File: config.mk
export PLATFORM = sky130hd
export DESIGN_NAME = mmc_dfi_cmd_sched
export DESIGN_NICKNAME = d
export VERILOG_FILES = /design/src/rtl/mmc_sched_pkg.sv /design/src/rtl/mmc_bank_page_table.sv /design/src/rtl/mmc_dfi_cmd_sched.sv
export SDC_FILE = /design/constraint.sdc
export NUM_CORES = 1
export LEC_CHECK = 0
export ABC_AREA = 1
export BUFFER_PORTS_ARGS = -buffer_cell sky130_fd_sc_hd__buf_2
export CORE_ASPECT_RATIO = 0.9
export CORE_MARGIN = 10
export CORE_UTILIZATION = 30
export DETAILED_ROUTE_END_ITERATION = 10
export PLACE_DENSITY = 0.56
export SLEW_MARGIN = 20
export SYNTH_ARGS = -nofsm -noshare
export SYNTH_HDL_FRONTEND = slang
export SYNTH_SLANG_ARGS = --single-unit
File: constraint.sdc
create_clock -name clk -period 4.4 [get_ports clk]
set_input_delay 0.22 -clock clk [delete_from_list [all_inputs] [get_ports clk]]
set_output_delay 0.22 -clock clk [all_outputs]
set_load 0.05 [all_outputs]
File: src/rtl/mmc_sched_pkg.sv
// Shared definitions for the per-channel DFI command scheduler: command
// encodings, FSM state type and the latched request record.
package mmc_sched_pkg;

  localparam logic [1:0] CMD_ACT = 2'b00;
  localparam logic [1:0] CMD_RD  = 2'b01;
  localparam logic [1:0] CMD_WR  = 2'b10;
  localparam logic [1:0] CMD_PRE = 2'b11;

  localparam int SCHED_BANK_W = 2;
  localparam int SCHED_ADDR_W = 12;

  typedef enum logic [2:0] {
    ST_INIT       = 3'd0,
    ST_IDLE       = 3'd1,
    ST_PRE        = 3'd2,
    ST_WAIT_RP    = 3'd3,
    ST_ACT        = 3'd4,
    ST_WAIT_RCD   = 3'd5,
    ST_ACCESS     = 3'd6,
    ST_WAIT_BURST = 3'd7
  } sched_state_e;

  typedef struct packed {
    logic [SCHED_BANK_W-1:0] bank;
    logic [SCHED_ADDR_W-1:0] row;
    logic [SCHED_ADDR_W-1:0] col;
    logic                    is_wr;
  } sched_req_t;

  function automatic int max3(input int a, input int b, input int c);
    int m;
    m = (a > b) ? a : b;
    return (m > c) ? m : c;
  endfunction

endpackage

File: src/rtl/mmc_bank_page_table.sv
// Open-page tracker: one {open,row} entry per bank, classified on lookup as
// hit / closed / conflict (neither hit nor closed).
module mmc_bank_page_table #(
  parameter int NUM_BANKS = 4,
  parameter int BANK_W    = 2,
  parameter int ADDR_W    = 12
) (
  input  logic              clk,
  input  logic              reset_poweron,
  input  logic              clear_all,
  input  logic [BANK_W-1:0] lookup_bank,
  input  logic [ADDR_W-1:0] lookup_row,
  output logic              lookup_hit,
  output logic              lookup_closed,
  input  logic              upd_valid,
  input  logic              upd_open,
  input  logic [BANK_W-1:0] upd_bank,
  input  logic [ADDR_W-1:0] upd_row
);
  import mmc_sched_pkg::*;

  logic [NUM_BANKS-1:0] open_q, open_d;
  logic [ADDR_W-1:0]    row_q [NUM_BANKS];
  logic [ADDR_W-1:0]    row_d [NUM_BANKS];

  assign lookup_closed = ~open_q[lookup_bank];
  assign lookup_hit    = open_q[lookup_bank] & (row_q[lookup_bank] == lookup_row);

  // Next table contents: bulk close wins over a single-entry ACT/PRE update.
  always_comb begin
    open_d = open_q;
    row_d  = row_q;
    if (clear_all) begin
      open_d = '0;
    end else if (upd_valid) begin
      open_d[upd_bank] = upd_open;
      if (upd_open) begin
        row_d[upd_bank] = upd_row;
      end else begin
        row_d[upd_bank] = row_q[upd_bank];
      end
    end else begin
      open_d = open_q;
    end
  end

  // Table registers.
  always_ff @(posedge clk) begin
    if (reset_poweron) begin
      open_q <= '0;
      for (int i = 0; i < NUM_BANKS; i++) begin
        row_q[i] <= '0;
      end
    end else begin
      open_q <= open_d;
      row_q  <= row_d;
    end
  end

endmodule

File: src/rtl/mmc_dfi_cmd_sched.sv
// Per-channel DFI command scheduler: round-robin read/write arbitration, page
// tracking and PRE/ACT/RD/WR sequencing with T_RP/T_RCD/T_BURST spacing.
module mmc_dfi_cmd_sched
  import mmc_sched_pkg::*;
#(
  parameter int NUM_BANKS = 4,
  parameter int BANK_W    = 2,
  parameter int ADDR_W    = 12,
  parameter int T_RP      = 3,
  parameter int T_RCD     = 3,
  parameter int T_BURST   = 2
) (
  input  logic              clk,
  input  logic              reset_poweron,
  input  logic              dfi__mmc__init_done,
  input  logic              rd_req_valid,
  output logic              rd_req_ready,
  input  logic [BANK_W-1:0] rd_req_bank,
  input  logic [ADDR_W-1:0] rd_req_row,
  input  logic [ADDR_W-1:0] rd_req_col,
  input  logic              wr_req_valid,
  output logic              wr_req_ready,
  input  logic [BANK_W-1:0] wr_req_bank,
  input  logic [ADDR_W-1:0] wr_req_row,
  input  logic [ADDR_W-1:0] wr_req_col,
  output logic              wr_data_pop,
  output logic              mmc__dfi__cs,
  output logic              mmc__dfi__cmd1,
  output logic              mmc__dfi__cmd0,
  output logic [BANK_W-1:0] mmc__dfi__bank,
  output logic [ADDR_W-1:0] mmc__dfi__addr,
  output logic              sched_idle
);

  localparam int   TMR_W = $clog2(max3(T_RP, T_RCD, T_BURST)) + 1;
  localparam logic RR_RD = 1'b0;
  localparam logic RR_WR = 1'b1;

  sched_state_e     state_q, state_d;
  logic             rr_q, rr_d;
  logic [TMR_W-1:0] timer_q, timer_d;
  sched_req_t       req_q, req_d, req_in;
  logic             rd_ready_q, rd_ready_d, wr_ready_q, wr_ready_d;
  logic             cs_q, cs_d;
  logic [1:0]       cmd_q, cmd_d;
  logic [BANK_W-1:0] bank_q, bank_d;
  logic [ADDR_W-1:0] addr_q, addr_d;
  logic             pop_q, pop_d, idle_q, idle_d;
  logic             rd_acc, wr_acc, accept;
  logic             pt_hit, pt_closed, clear_all, upd_valid, upd_open;

  mmc_bank_page_table #(
    .NUM_BANKS (NUM_BANKS),
    .BANK_W    (BANK_W),
    .ADDR_W    (ADDR_W)
  ) u_page_table (
    .clk           (clk),
    .reset_poweron (reset_poweron),
    .clear_all     (clear_all),
    .lookup_bank   (BANK_W'(req_in.bank)),
    .lookup_row    (ADDR_W'(req_in.row)),
    .lookup_hit    (pt_hit),
    .lookup_closed (pt_closed),
    .upd_valid     (upd_valid),
    .upd_open      (upd_open),
    .upd_bank      (BANK_W'(req_d.bank)),
    .upd_row       (ADDR_W'(req_d.row))
  );

  // Handshake and selection of the request accepted this cycle.
  always_comb begin
    rd_acc = rd_req_valid & rd_ready_q;
    wr_acc = wr_req_valid & wr_ready_q;
    accept = rd_acc | wr_acc;
    req_in = '0;
    if (wr_acc) begin
      req_in.bank  = SCHED_BANK_W'(wr_req_bank);
      req_in.row   = SCHED_ADDR_W'(wr_req_row);
      req_in.col   = SCHED_ADDR_W'(wr_req_col);
      req_in.is_wr = 1'b1;
    end else begin
      req_in.bank  = SCHED_BANK_W'(rd_req_bank);
      req_in.row   = SCHED_ADDR_W'(rd_req_row);
      req_in.col   = SCHED_ADDR_W'(rd_req_col);
      req_in.is_wr = 1'b0;
    end
    if (accept) begin
      req_d = req_in;
    end else begin
      req_d = req_q;
    end
  end

  // Sequencing FSM; every command state lasts one cycle and arms the timer,
  // which hands over to the next state when it reads 1.
  always_comb begin
    state_d   = state_q;
    clear_all = 1'b0;
    case (state_q)
      ST_INIT: begin
        if (dfi__mmc__init_done) state_d = ST_IDLE;
        else                     state_d = ST_INIT;
      end
      ST_IDLE: begin
        if (accept) begin
          if (pt_hit)         state_d = ST_ACCESS;
          else if (pt_closed) state_d = ST_ACT;
          else                state_d = ST_PRE;
        end else if (!dfi__mmc__init_done) begin
          state_d   = ST_INIT;
          clear_all = 1'b1;
        end else begin
          state_d = ST_IDLE;
        end
      end
      ST_PRE, ST_WAIT_RP: begin
        if (timer_q == TMR_W'(1)) state_d = ST_ACT;
        else                      state_d = ST_WAIT_RP;
      end
      ST_ACT, ST_WAIT_RCD: begin
        if (timer_q == TMR_W'(1)) state_d = ST_ACCESS;
        else                      state_d = ST_WAIT_RCD;
      end
      ST_ACCESS, ST_WAIT_BURST: begin
        if (timer_q != TMR_W'(1)) begin
          state_d = ST_WAIT_BURST;
        end else if (dfi__mmc__init_done) begin
          state_d = ST_IDLE;
        end else begin
          state_d   = ST_INIT;
          clear_all = 1'b1;
        end
      end
      default: state_d = ST_INIT;
    endcase

    case (state_d)
      ST_PRE:    timer_d = TMR_W'(T_RP);
      ST_ACT:    timer_d = TMR_W'(T_RCD);
      ST_ACCESS: timer_d = TMR_W'(T_BURST);
      default: begin
        if (timer_q != '0) timer_d = timer_q - TMR_W'(1);
        else               timer_d = '0;
      end
    endcase
  end

  // Round-robin pointer moves only when both sides competed for the grant.
  always_comb begin
    if (accept && rd_req_valid && wr_req_valid) begin
      rr_d = rd_acc ? RR_WR : RR_RD;
    end else begin
      rr_d = rr_q;
    end
    rd_ready_d = 1'b0;
    wr_ready_d = 1'b0;
    if ((state_d == ST_IDLE) && dfi__mmc__init_done) begin
      if (rd_req_valid && wr_req_valid) begin
        rd_ready_d = (rr_d == RR_RD);
        wr_ready_d = (rr_d == RR_WR);
      end else begin
        rd_ready_d = rd_req_valid;
        wr_ready_d = wr_req_valid;
      end
    end else begin
      rd_ready_d = 1'b0;
    end
  end

  // DFI command and page-table update decoded from the state being entered.
  always_comb begin
    cs_d      = 1'b0;
    cmd_d     = 2'b00;
    bank_d    = '0;
    addr_d    = '0;
    pop_d     = 1'b0;
    upd_valid = 1'b0;
    upd_open  = 1'b0;
    idle_d    = (state_d == ST_IDLE);
    case (state_d)
      ST_PRE: begin
        cs_d      = 1'b1;
        cmd_d     = CMD_PRE;
        bank_d    = BANK_W'(req_d.bank);
        upd_valid = 1'b1;
      end
      ST_ACT: begin
        cs_d      = 1'b1;
        cmd_d     = CMD_ACT;
        bank_d    = BANK_W'(req_d.bank);
        addr_d    = ADDR_W'(req_d.row);
        upd_valid = 1'b1;
        upd_open  = 1'b1;
      end
      ST_ACCESS: begin
        cs_d   = 1'b1;
        cmd_d  = req_d.is_wr ? CMD_WR : CMD_RD;
        bank_d = BANK_W'(req_d.bank);
        addr_d = ADDR_W'(req_d.col);
        pop_d  = req_d.is_wr;
      end
      default: cs_d = 1'b0;
    endcase
  end

  // State and registered outputs.
  always_ff @(posedge clk) begin
    if (reset_poweron) begin
      state_q    <= ST_INIT;
      rr_q       <= RR_RD;
      timer_q    <= '0;
      req_q      <= '0;
      rd_ready_q <= 1'b0;
      wr_ready_q <= 1'b0;
      cs_q       <= 1'b0;
      cmd_q      <= 2'b00;
      bank_q     <= '0;
      addr_q     <= '0;
      pop_q      <= 1'b0;
      idle_q     <= 1'b0;
    end else begin
      state_q    <= state_d;
      rr_q       <= rr_d;
      timer_q    <= timer_d;
      req_q      <= req_d;
      rd_ready_q <= rd_ready_d;
      wr_ready_q <= wr_ready_d;
      cs_q       <= cs_d;
      cmd_q      <= cmd_d;
      bank_q     <= bank_d;
      addr_q     <= addr_d;
      pop_q      <= pop_d;
      idle_q     <= idle_d;
    end
  end

  assign rd_req_ready   = rd_ready_q;
  assign wr_req_ready   = wr_ready_q;
  assign wr_data_pop    = pop_q;
  assign mmc__dfi__cs   = cs_q;
  assign mmc__dfi__cmd1 = cmd_q[1];
  assign mmc__dfi__cmd0 = cmd_q[0];
  assign mmc__dfi__bank = bank_q;
  assign mmc__dfi__addr = addr_q;
  assign sched_idle     = idle_q;

endmodule

==> results.json, run 1 <==
{
  "run_status": "completed",
  "clk_pin_slew_ns": 0.08,
  "areaGrowthSynthToFinish_pct": 13.1,
  "drive_gt1_share_pct": 13.3,
  "num_antenna_cells": 0,
  "ys_top_cells_by_area": "dfxtp_1 36%, nand2_1 18%, nor2_1 10%",
  "cts_setup_buffers": 0,
  "finalHoldViolCount": 0,
  "leakagePower_nw": 3.43,
  "arrival_ns": 3.54,
  "vias": 5715,
  "crit_chain": "nand2_2, nand2_4, nand2_2, o21ai_0, o22ai_1, nand2_1, nand2_1, nor2_4, inv_1, nand2_8, nand3_4, nand2_1, nand2_1, nor2_1",
  "rsz0062_at_grt": "no",
  "worst_slew_pin_slew_ns": 0.889,
  "via_per_inst": 4.55,
  "worstHoldPathType": "input pin to register",
  "cts_sinks": 107,
  "holdBufCountCts": 0,
  "synthCells": 947,
  "crit_buf_inv": 1,
  "remaining_drc_errors": 0,
  "die_w_um": 169,
  "cts_tree": "yes",
  "synthDistinctLibCells": 36,
  "synth_most_common_cell": "nand2_1",
  "timing.final.crit_share_pct": 73.8,
  "die_area_um2": 26000,
  "cp_max_fo": 29,
  "setup_viol": 0,
  "antenna_found_initial": 0,
  "max_cap_violations": 0,
  "htree_num_levels": 3,
  "dr.pass1.iters": 5,
  "rows": 48,
  "first_global_vias": 5150,
  "io_pins": 78,
  "wl_per_cell_um": 13.9,
  "cp_top_family": "simple AND/OR/NAND/NOR gates",
  "min_period_ns": 3.25,
  "io_buffers": 77,
  "drtIter0Drc": 448,
  "final_max_slew_viol_count": 0,
  "power_density_nw_per_um2": 495,
  "yosysWarnings": 0,
  "final.setup_skew_ns": 0.0129,
  "cts_buffer_depth": 2,
  "gp_congestion": 0.788,
  "avgSynthCellArea_um2": 6.32,
  "synthTopCellsByCount": "290 x nand2_1, 162 x nor2_1, 143 x inv_1",
  "start_util_pct": 30.9,
  "grt_util_all_layers_pct": 13.1,
  "slowest_delay_ns": 0.40,
  "worst_setup_path_start_kind": "register",
  "ys_seq_area_share_pct": 35.8,
  "cts.repair.resized": 0,
  "synthesis.nets": 1005,
  "cp-end-kind": "register",
  "synth-main-ff-cell": "dfxtp_1",
  "rrSetupSlack_ns": 1.15,
  "grt_pass1_wl_mm": 27.8,
  "cts_root_buf": "clkbuf_16",
  "synth_top_cell_area_share_pct": 35.8,
  "required_ns": 4.69,
  "core_um2": 19400,
  "critical_path_class": "register to register",
  "timing.fmax_ghz": 0.308,
  "yosysTopAreaCell": "dfxtp_1",
  "crit_top_cell": "nand2_1",
  "wl_mm": 17.5,
  "vdd_drop_max_uv": 209,
  "totalPowerFinal_mw": 3.35,
  "synth.cell_area_um2": 5980,
  "synth_edf_count": 0,
  "grt_max_degree": 53,
  "synth-async-reset-ratio_pct": 0,
  "ys_ff_latch": 107,
  "hpwl_mm": 12.2,
  "clk_latency_ns": 0.36,
  "die_height_um": 154,
  "crit_slowest_cell": "dfxtp_1",
  "slew_headroom_pct": 40.7,
  "ant_nets": 0,
  "grt_overflow": 0,
  "fin_tns_setup_ns": 0,
  "fin_nets": 1058,
  "numCtsBuffers": 9
}
## worst paths after layout
| path | to | from | cells after the start |
|---|---|---|---|
| worst max-delay path | u_page_table.row_q[23] | wr_req_ready | 14 |
| worst min-delay path | wr_req_ready | rd_req_valid | 2 |
| worst max register to register | u_page_table.row_q[23] | wr_req_ready | 14 |
| worst min register to register | u_page_table.open_q[0] | u_page_table.open_q[0] | 2 |
## per-layer routing
layer | routed length, µm | track usage [%]
met5 | 0 | 0
met3 | 1040 | 2.60
met1 | 8490 | 18.6
met2 | 7750 | 19.7
met4 | 208 | 3.40
## registers in the layout, summed over array words and instances, names as in the netlist
register	flops
wr_req_ready	1
cmd_q	2
rd_req_ready	1
mmc__dfi__cs	1
state_q	3
rr_q	1
wr_data_pop	1
u_page_table.row_q	48
u_page_table.open_q	4
mmc__dfi__addr	12
mmc__dfi__bank	2
req_q	27
sched_idle	1
timer_q	3
## kinds of logic (layout without fill, tap and decap cells)
group                      count (synthesis)  after routing  synth area share [%]
buffers and inverters                    189            247                  14.4
and+or+nand+nor                          547            547                  39.5
AOI/OAI and AO/OA                        103            103                  10.1
adders and majority gates                  1              1                 0.209
DFF                                      107            107                  35.8
## worst register-to-register path: stages (launching register included)
cell and delay [ns]:
dfxtp_1 0.40, nand2_2 0.18, nand2_4 0.18, nand2_2 0.38
o21ai_0 0.32, o22ai_1 0.16, nand2_1 0.08, nand2_1 0.11
nor2_4 0.39, inv_1 0.20, nand2_8 0.15, nand3_4 0.29
nand2_1 0.16, nand2_1 0.07, nor2_1 0.11
## where the power goes
| group | switching (mW) | internal, mW | leakage [nW] |
|---|---|---|---|
| sequential | 0.0563 | 1.10 | 0.866 |
| clock | 0.421 | 0.517 | 0.167 |
| combinational | 0.866 | 0.391 | 2.40 |
| total | 1.34 | 2.00 | 3.43 |
## metrics by stage
stage	cell area (µm²)	hold slack [ns]	utilization [%]	instances	worst slack [ns]
after floorplan	5980	0.313	-	947	1.74
after global routing	6770	0.103	34.9	1255	0.800
after detailed placement	6420	0.456	33.1	1239	1.15
after global placement	6420	0.453	33.1	1239	1.18
final	6770	0.111	34.9	1255	1.15
after CTS	6770	0.112	34.9	1255	1.14
## cells in the final DEF, fill, tap and decap left out, types with 4 or more instances in the layout
cell	count
dfxtp_1	107
nand3_4	5
nand3b_1	7
buf_2	77
nor3_1	4
nand2_1	290
nand2_2	9
nand2_4	5
nand3_1	52
clkbuf_16	9
a21oi_1	20
inv_1	143
nor2_1	162
nand3_2	6
o21ai_0	46
o21ai_1	4
buf_4	7
a22oi_1	24
## final cells by class
class	count	area (µm²)
sequential	107	2140
clock buffer	9	225
timing repair buffer	84	438
inverter	147	552
clock inverter	7	116
tap	250	313
multi-input combinational	651	2980
fill	2140	12600
(Power assumes the default switching activity.)
==> inputs of run 2 (changes only) <==
--- a/config.mk
+++ b/config.mk
@@ -11,7 +11,7 @@
 export CORE_MARGIN = 10
 export CORE_UTILIZATION = 30
 export DETAILED_ROUTE_END_ITERATION = 10
-export PLACE_DENSITY = 0.56
+export PLACE_DENSITY = 0.58
 export SLEW_MARGIN = 20
 export SYNTH_ARGS = -nofsm -noshare
 export SYNTH_HDL_FRONTEND = slang
==> constraint.sdc (replaced) <==
create_clock -name clk -period 2.95 [get_ports clk]
set_input_delay 0.1475 -clock clk [delete_from_list [all_inputs] [get_ports clk]]
set_output_delay 0.1475 -clock clk [all_outputs]
set_load 0.05 [all_outputs]
==> run 2 against run 1 <==
Global-route usage increased by 0.10 points; combinational power increased by 76%; worst hold slack got worse by 0.096 ns; via count increased by 5.8%; non-clock buffer count increased by 24; largest power group unchanged; critical endpoint is now u_page_table.row_q[36]; critical path type unchanged; flip-flop and latch count unchanged; utilization increased by 1.8 points.
==> results.json, run 2 (same netlist as run 1, synthesis figures left out) <==
{
  "run_status": "completed",
  "final_max_slew_viol_count": 0,
  "arrival_ns": 3.04,
  "wl_per_cell_um": 14.7,
  "via_per_inst": 4.69,
  "whs_path_depth": 2,
  "drtIter0Drc": 576,
  "final.setup_skew_ns": 0.0105,
  "setup_viol": 0,
  "p_sw_mw": 2.11,
  "vias": 6044,
  "timing.final.crit_share_pct": 94.8,
  "remaining_drc_errors": 0,
  "cp-end-kind": "register",
  "required_ns": 3.19,
  "wl_mm": 19.0,
  "io_buffers": 77,
  "largest_register": "u_page_table.row_q",
  "clk_latency_ns": 0.35,
  "cts_buffer_depth": 2,
  "timing.hold.ws_ns": 0.0156,
  "leakagePower_nw": 3.55,
  "worstHoldPathType": "input pin to register",
  "ant_nets": 0,
  "die_area_um2": 26000,
  "grt_util_met1_pct": 18.2,
  "grt_overflow": 0,
  "die_w_um": 169,
  "grt_max_degree": 36,
  "numCtsBuffers": 9,
  "r2r_cells": 20,
  "grtUsageMet3_pct": 2.40,
  "busiest_layer": "met2",
  "worst_setup_path_start_kind": "register",
  "areaGrowthSynthToFinish_pct": 18.9,
  "num_antenna_cells": 0,
  "die_height_um": 154,
  "slew_headroom_pct": 53.6,
  "grt_pass1_wl_mm": 28.3,
  "dp_slack_ns": 0.0296,
  "min_period_ns": 2.80,
  "io_pins": 78,
  "rrSetupSlack_ns": 0.15,
  "intPower_mw": 2.97,
  "final_common_cell": "nand2_1",
  "cts_sinks": 107,
  "finalHoldViolCount": 0,
  "start_util_pct": 30.9,
  "drive_gt1_share_pct": 16.4,
  "first_global_vias": 5411,
  "cts_tree": "yes",
  "dr.pass1.iters": 7,
  "max_cap_violations": 0,
  "gp_congestion": 0.812,
  "use_met2_pct": 21.1,
  "timing.fmax_ghz": 0.358,
  "p_comb_share_pct": 43.7,
  "htree_num_levels": 3,
  "largest_register_ffs": 48,
  "fin_ws_ns": 0.154,
  "hpwl_mm": 12.1,
  "fin_nets": 1092,
  "core_um2": 19400,
  "power_density_nw_per_um2": 715,
  "vdd_drop_max_uv": 356,
  "rows": 48,
  "critical_path_class": "register to register",
  "cp_max_fo": 29,
  "fin_util_pct": 36.7,
  "switching_share_pct": 41.6,
  "clk_pin_slew_ns": 0.08,
  "grt_util_all_layers_pct": 13.2,
  "antenna_found_initial": 0,
  "final_cell_mix": "289 x nand2_1, 161 x nor2_1, 142 x inv_1",
  "worst_slew_pin_slew_ns": 0.696,
  "cts_root_buf": "clkbuf_16",
  "pwr-share-clk_pct": 22.8,
  "fillers": 2105,
  "power_frac_seq_pct": 33.5
}
-- run 2: cell type report --
class	count	area, µm²	share of cell area [%]
Clock buffer	9	225	3.17
Clock inverter	6	51.3	0.721
Inverter	147	556	7.81
Multi-Input combinational cell	661	3160	44.5
Sequential cell	107	2140	30.1
Tap cell	250	313	4.40
Timing Repair Buffer	108	663	9.32
-- run 2: layer usage --
metal / up-vias / routed length, µm
met5: - / 0
met4: 0 / 218
met3: 16 / 1350
met2: 198 / 8380
met1: 2738 / 9040
li1: 3092 / -
-- run 2: timing repair --
action	4_1_cts	5_1_grt
cloned	0	10
hold buffers	0	0
pin swaps	1	4
buffers inserted	2	11
gates resized for setup	1	15
endpoints found under the setup margin	13	68
-- run 2: critical path, stage by stage, from the launching register on --
cell and delay [ns]:
dfxtp_1 0.34, nand2_4 0.14, buf_6 0.16, nand2_4 0.05
nand2_2 0.07, buf_12 0.19, nand2_1 0.07, nand3_1 0.10
nand2_1 0.06, nand2_1 0.05, nand2_1 0.05, nand2_1 0.13
nor2_1 0.07, nand3_2 0.09, nand2_2 0.06, nand2_4 0.16
nand2_8 0.12, nand2_8 0.21, nand3_4 0.25, nor2_1 0.20
nor2_1 0.08
-- run 2: through the flow --
| stage | area (µm²) | total power [mW] | instances | setup TNS, ns |
|---|---|---|---|---|
| 6_report | 7110 | 5.08 | 1288 | 0 |
| 5_1_grt | 7110 | 5.44 | 1288 | -0.0240 |
| 4_1_cts | 6830 | 4.83 | 1267 | 0 |
| 3_5_place_dp | 6520 | 3.60 | 1250 | 0 |
| 3_3_place_gp | 6520 | 3.59 | 1250 | 0 |
| 2_1_floorplan | 5980 | 3.25 | 947 | 0 |
-- run 2: worst paths after layout --
check                                            start                endpoint
worst min-delay path                      rd_req_valid            wr_req_ready
worst max-delay path                      wr_req_ready  u_page_table.row_q[36]
worst max register to register            wr_req_ready  u_page_table.row_q[36]
worst min register to register  u_page_table.open_q[3]  u_page_table.open_q[3]
-- run 2: power by group through the flow --
| stage | logic, mW | registers [mW] | clock network [mW] |
|---|---|---|---|
| final | 2.22 | 1.70 | 1.16 |
| after floorplan | 1.45 | 1.80 | 0 |
| after CTS | 1.93 | 1.70 | 1.19 |
| after detailed placement | 1.87 | 1.73 | 0 |
| after global routing | 2.48 | 1.72 | 1.24 |
| after global placement | 1.86 | 1.73 | 0 |
==> inputs of run 3 (changes only) <==
--- a/config.mk
+++ b/config.mk
@@ -15,4 +15,5 @@
 export SLEW_MARGIN = 20
 export SYNTH_ARGS = -nofsm -noshare
 export SYNTH_HDL_FRONTEND = slang
+export SYNTH_HIERARCHICAL = 1
 export SYNTH_SLANG_ARGS = --single-unit
==> run 3 against run 2 <==
The run now ends with negative setup slack left; sequential share of layout area shrank 3.0 points; via count fell by 1.1%; critical path type unchanged; synthesized cell count shrank 13%; final cell count decreased by 6.6%; routed wire length rose by 3.3%; count of clock-buffer cells in the layout is the same; maximum frequency decreased by 13%; clock skew barely moved.
==> results.json, run 3 <==
{
  "synth-async-reset-ratio_pct": 0,
  "hpwl_mm": 12.4,
  "critical_path_class": "register to register",
  "worst_setup_path_start_kind": "register",
  "yosysTopAreaCell": "dfxtp_1",
  "setup_viol": 61,
  "areaGrowthSynthToFinish_pct": 39.7,
  "synth_top_cell_area_share_pct": 37.9,
  "min_period_ns": 3.20,
  "vias": 5978,
  "violations": "negative setup slack",
  "die_w_um": 165,
  "ys_seq_area_share_pct": 37.9,
  "via_per_inst": 4.97,
  "rrSetupSlack_ns": -0.25,
  "grt_util_met1_pct": 21.4,
  "clk_pin_slew_ns": 0.08,
  "synth_most_common_cell": "nand2_1",
  "post-place-cells": 1146,
  "arrival_ns": 3.50,
  "wl_per_cell_um": 16.3,
  "busiest_layer": "met2",
  "cts_sinks": 107,
  "rows": 47,
  "largest_register": "u_page_table/row_q",
  "htree_num_levels": 3,
  "dr.pass1.iters": 5,
  "start_util_pct": 30.6,
  "grt_util_all_layers_pct": 15.1,
  "power_density_nw_per_um2": 448,
  "avgSynthCellArea_um2": 6.88,
  "worst_slew_pin_slew_ns": 0.607,
  "grt_pass1_wl_mm": 29.8,
  "synthCells": 823,
  "first_global_vias": 5468,
  "use_met2_pct": 23.0,
  "fin_tns_setup_ns": -10.22,
  "synthTopCellsByCount": "254 x nand2_1, 107 x dfxtp_1, 68 x inv_1",
  "ant_nets": 0,
  "num_antenna_cells": 0,
  "clk_latency_ns": 0.36,
  "timing.fmax_ghz": 0.313,
  "finalHoldViolCount": 0,
  "gp_congestion": 0.832,
  "run_status": "complete, but fails checks",
  "timing.final.crit_share_pct": 108,
  "cts_tree": "yes",
  "drive_gt1_share_pct": 36.5,
  "final_cell_mix": "232 x nand2_1, 106 x dfxtp_1, 77 x buf_2",
  "instances_no_fill": 1203,
  "core_um2": 18500,
  "cts_buffer_depth": 2,
  "drtIter0Drc": 507,
  "fin_ws_ns": -0.249,
  "synth.cell_area_um2": 5660,
  "io_pins": 78,
  "final_max_slew_viol_count": 0,
  "die_area_um2": 24800,
  "cts_root_buf": "clkbuf_16",
  "slew_headroom_pct": 59.6,
  "grt_max_degree": 49,
  "largest_register_ffs": 48,
  "grtUsageMet3_pct": 3.06,
  "synthesis.nets": 881,
  "worstHoldPathType": "input pin to register",
  "yosysWarnings": 6,
  "vdd_drop_max_uv": 287,
  "holdBufCountCts": 0,
  "die_height_um": 150,
  "ys_top_cells_by_area": "dfxtp_1 38%, nand2_1 17%, a21oi_1 5.4%",
  "rsz0062_at_grt": "yes",
  "io_buffers": 77,
  "synth-main-ff-cell": "dfxtp_1",
  "remaining_drc_errors": 0,
  "ys_ff_latch": 107,
  "final.setup_skew_ns": 0.0108,
  "final_common_cell": "nand2_1",
  "synth_edf_count": 0,
  "cp_max_fo": 6,
  "wl_mm": 19.6,
  "synthDistinctLibCells": 35,
  "numCtsBuffers": 9,
  "grt_overflow": 0,
  "cp-end-kind": "register",
  "leakagePower_nw": 3.45,
  "required_ns": 3.25,
  "antenna_found_initial": 0,
  "fin_nets": 1011,
  "max_cap_violations": 0
}
==> run 3: changes by cell type in the layout (fill, tap and decap cells not counted), moves of 25 or more <==
cell | previous run | this run
a21oi_2 | 2 | 44
buf_4 | 26 | 57
inv_1 | 142 | 65
nand2_1 | 289 | 232
nand4_1 | 1 | 33
nor2_1 | 161 | 43
o21ai_0 | 46 | 20
o21ai_2 | 0 | 25
==> run 3: cell type report <==
cell class	count	area (µm²)
clock inverter	7	80.1
timing repair inverter	2	17.5
clock buffer	9	225
sequential	107	2150
multi-input combinational	594	3440
timing repair buffer	164	1370
tap	245	307
inverter	75	324
fill	1863	10600
==> run 3: worst paths after layout <==
path | from | endpoint | cells past startpoint
min reg2reg | u_page_table/open_q[3] | u_page_table/open_q[3] | 2
max reg2reg | wr_req_ready | u_page_table/row_q[46] | 27
max | wr_req_ready | u_page_table/row_q[46] | 27
min | rd_req_valid | rd_req_ready | 3
==> run 3: routing by layer <==
layer  share of wire, %  wire (µm)  up-vias
li1                   -          -     2961
met1                 47       9170     2789
met2                 46       8930      204
met3                6.7       1310       24
met4                1.1        207        0
met5                  0          0        -
==> run 3: stage by stage <==
step           utilization [%]  hold slack (ns)  setup slack (ns)  instance area [µm²]  power [mW]
3_3_place_gp              35.8            0.435            -0.220                 6610        2.18
3_5_place_dp              35.8            0.441            -0.247                 6610        2.18
6_report                  42.8           0.0680            -0.249                 7910        3.55
2_1_floorplan                -            0.221           -0.0333                 5850        2.00
4_1_cts                   40.5           0.0565           -0.0901                 7470        3.50
5_1_grt                   42.8           0.0706            -0.394                 7910        3.70
==> run 3: report_power, final <==
part	total, mW	switching [mW]	internal (mW)
Combinational	0.755	0.472	0.283
Sequential	1.52	0.0294	1.49
Clock	1.27	0.598	0.672
Total	3.55	1.10	2.45
==> run 3: logic make-up (layout without fill, tap and decap cells) <==
family / Yosys count / after routing / synth area share [%]
AND/OR/NAND/NOR: 421 / 421 / 33.1
buffers and inverters: 122 / 257 / 10.6
flip-flops: 107 / 107 / 37.9
adder cells (fa/ha/maj): 1 / 1 / 0.221
AO/OA/AOI/OAI: 172 / 172 / 18.2
==> run 3: repair_timing <==
| action | CTS | global route |
|---|---|---|
| pin swaps | 19 | 35 |
| setup endpoints to repair | 52 | 68 |
| buffers inserted | 18 | 14 |
| gates resized for setup | 65 | 79 |
| gates cloned | 8 | 3 |
==> run 3: critical path, cell delays in order (launching register included) <==
cell      delay (ns)
dfxtp_4         0.35
nand2_4         0.10
clkinv_4        0.08
nand2_4         0.09
nand2_8         0.11
buf_12          0.16
buf_8           0.13
nand2_2         0.07
nand3_2         0.08
nand3_2         0.07
nand2_1         0.06
nand2_1         0.07
nor2_1          0.05
nand2_2         0.10
nor2_4          0.05
or2_4           0.26
nand3_4         0.10
nand2_4         0.05
nor2_4          0.12
nand3_2         0.11
nand2_4         0.12
buf_12          0.11
nand2_4         0.06
nor2_4          0.14
buf_6           0.15
buf_16          0.14
o21ai_1         0.07
a21oi_2         0.13
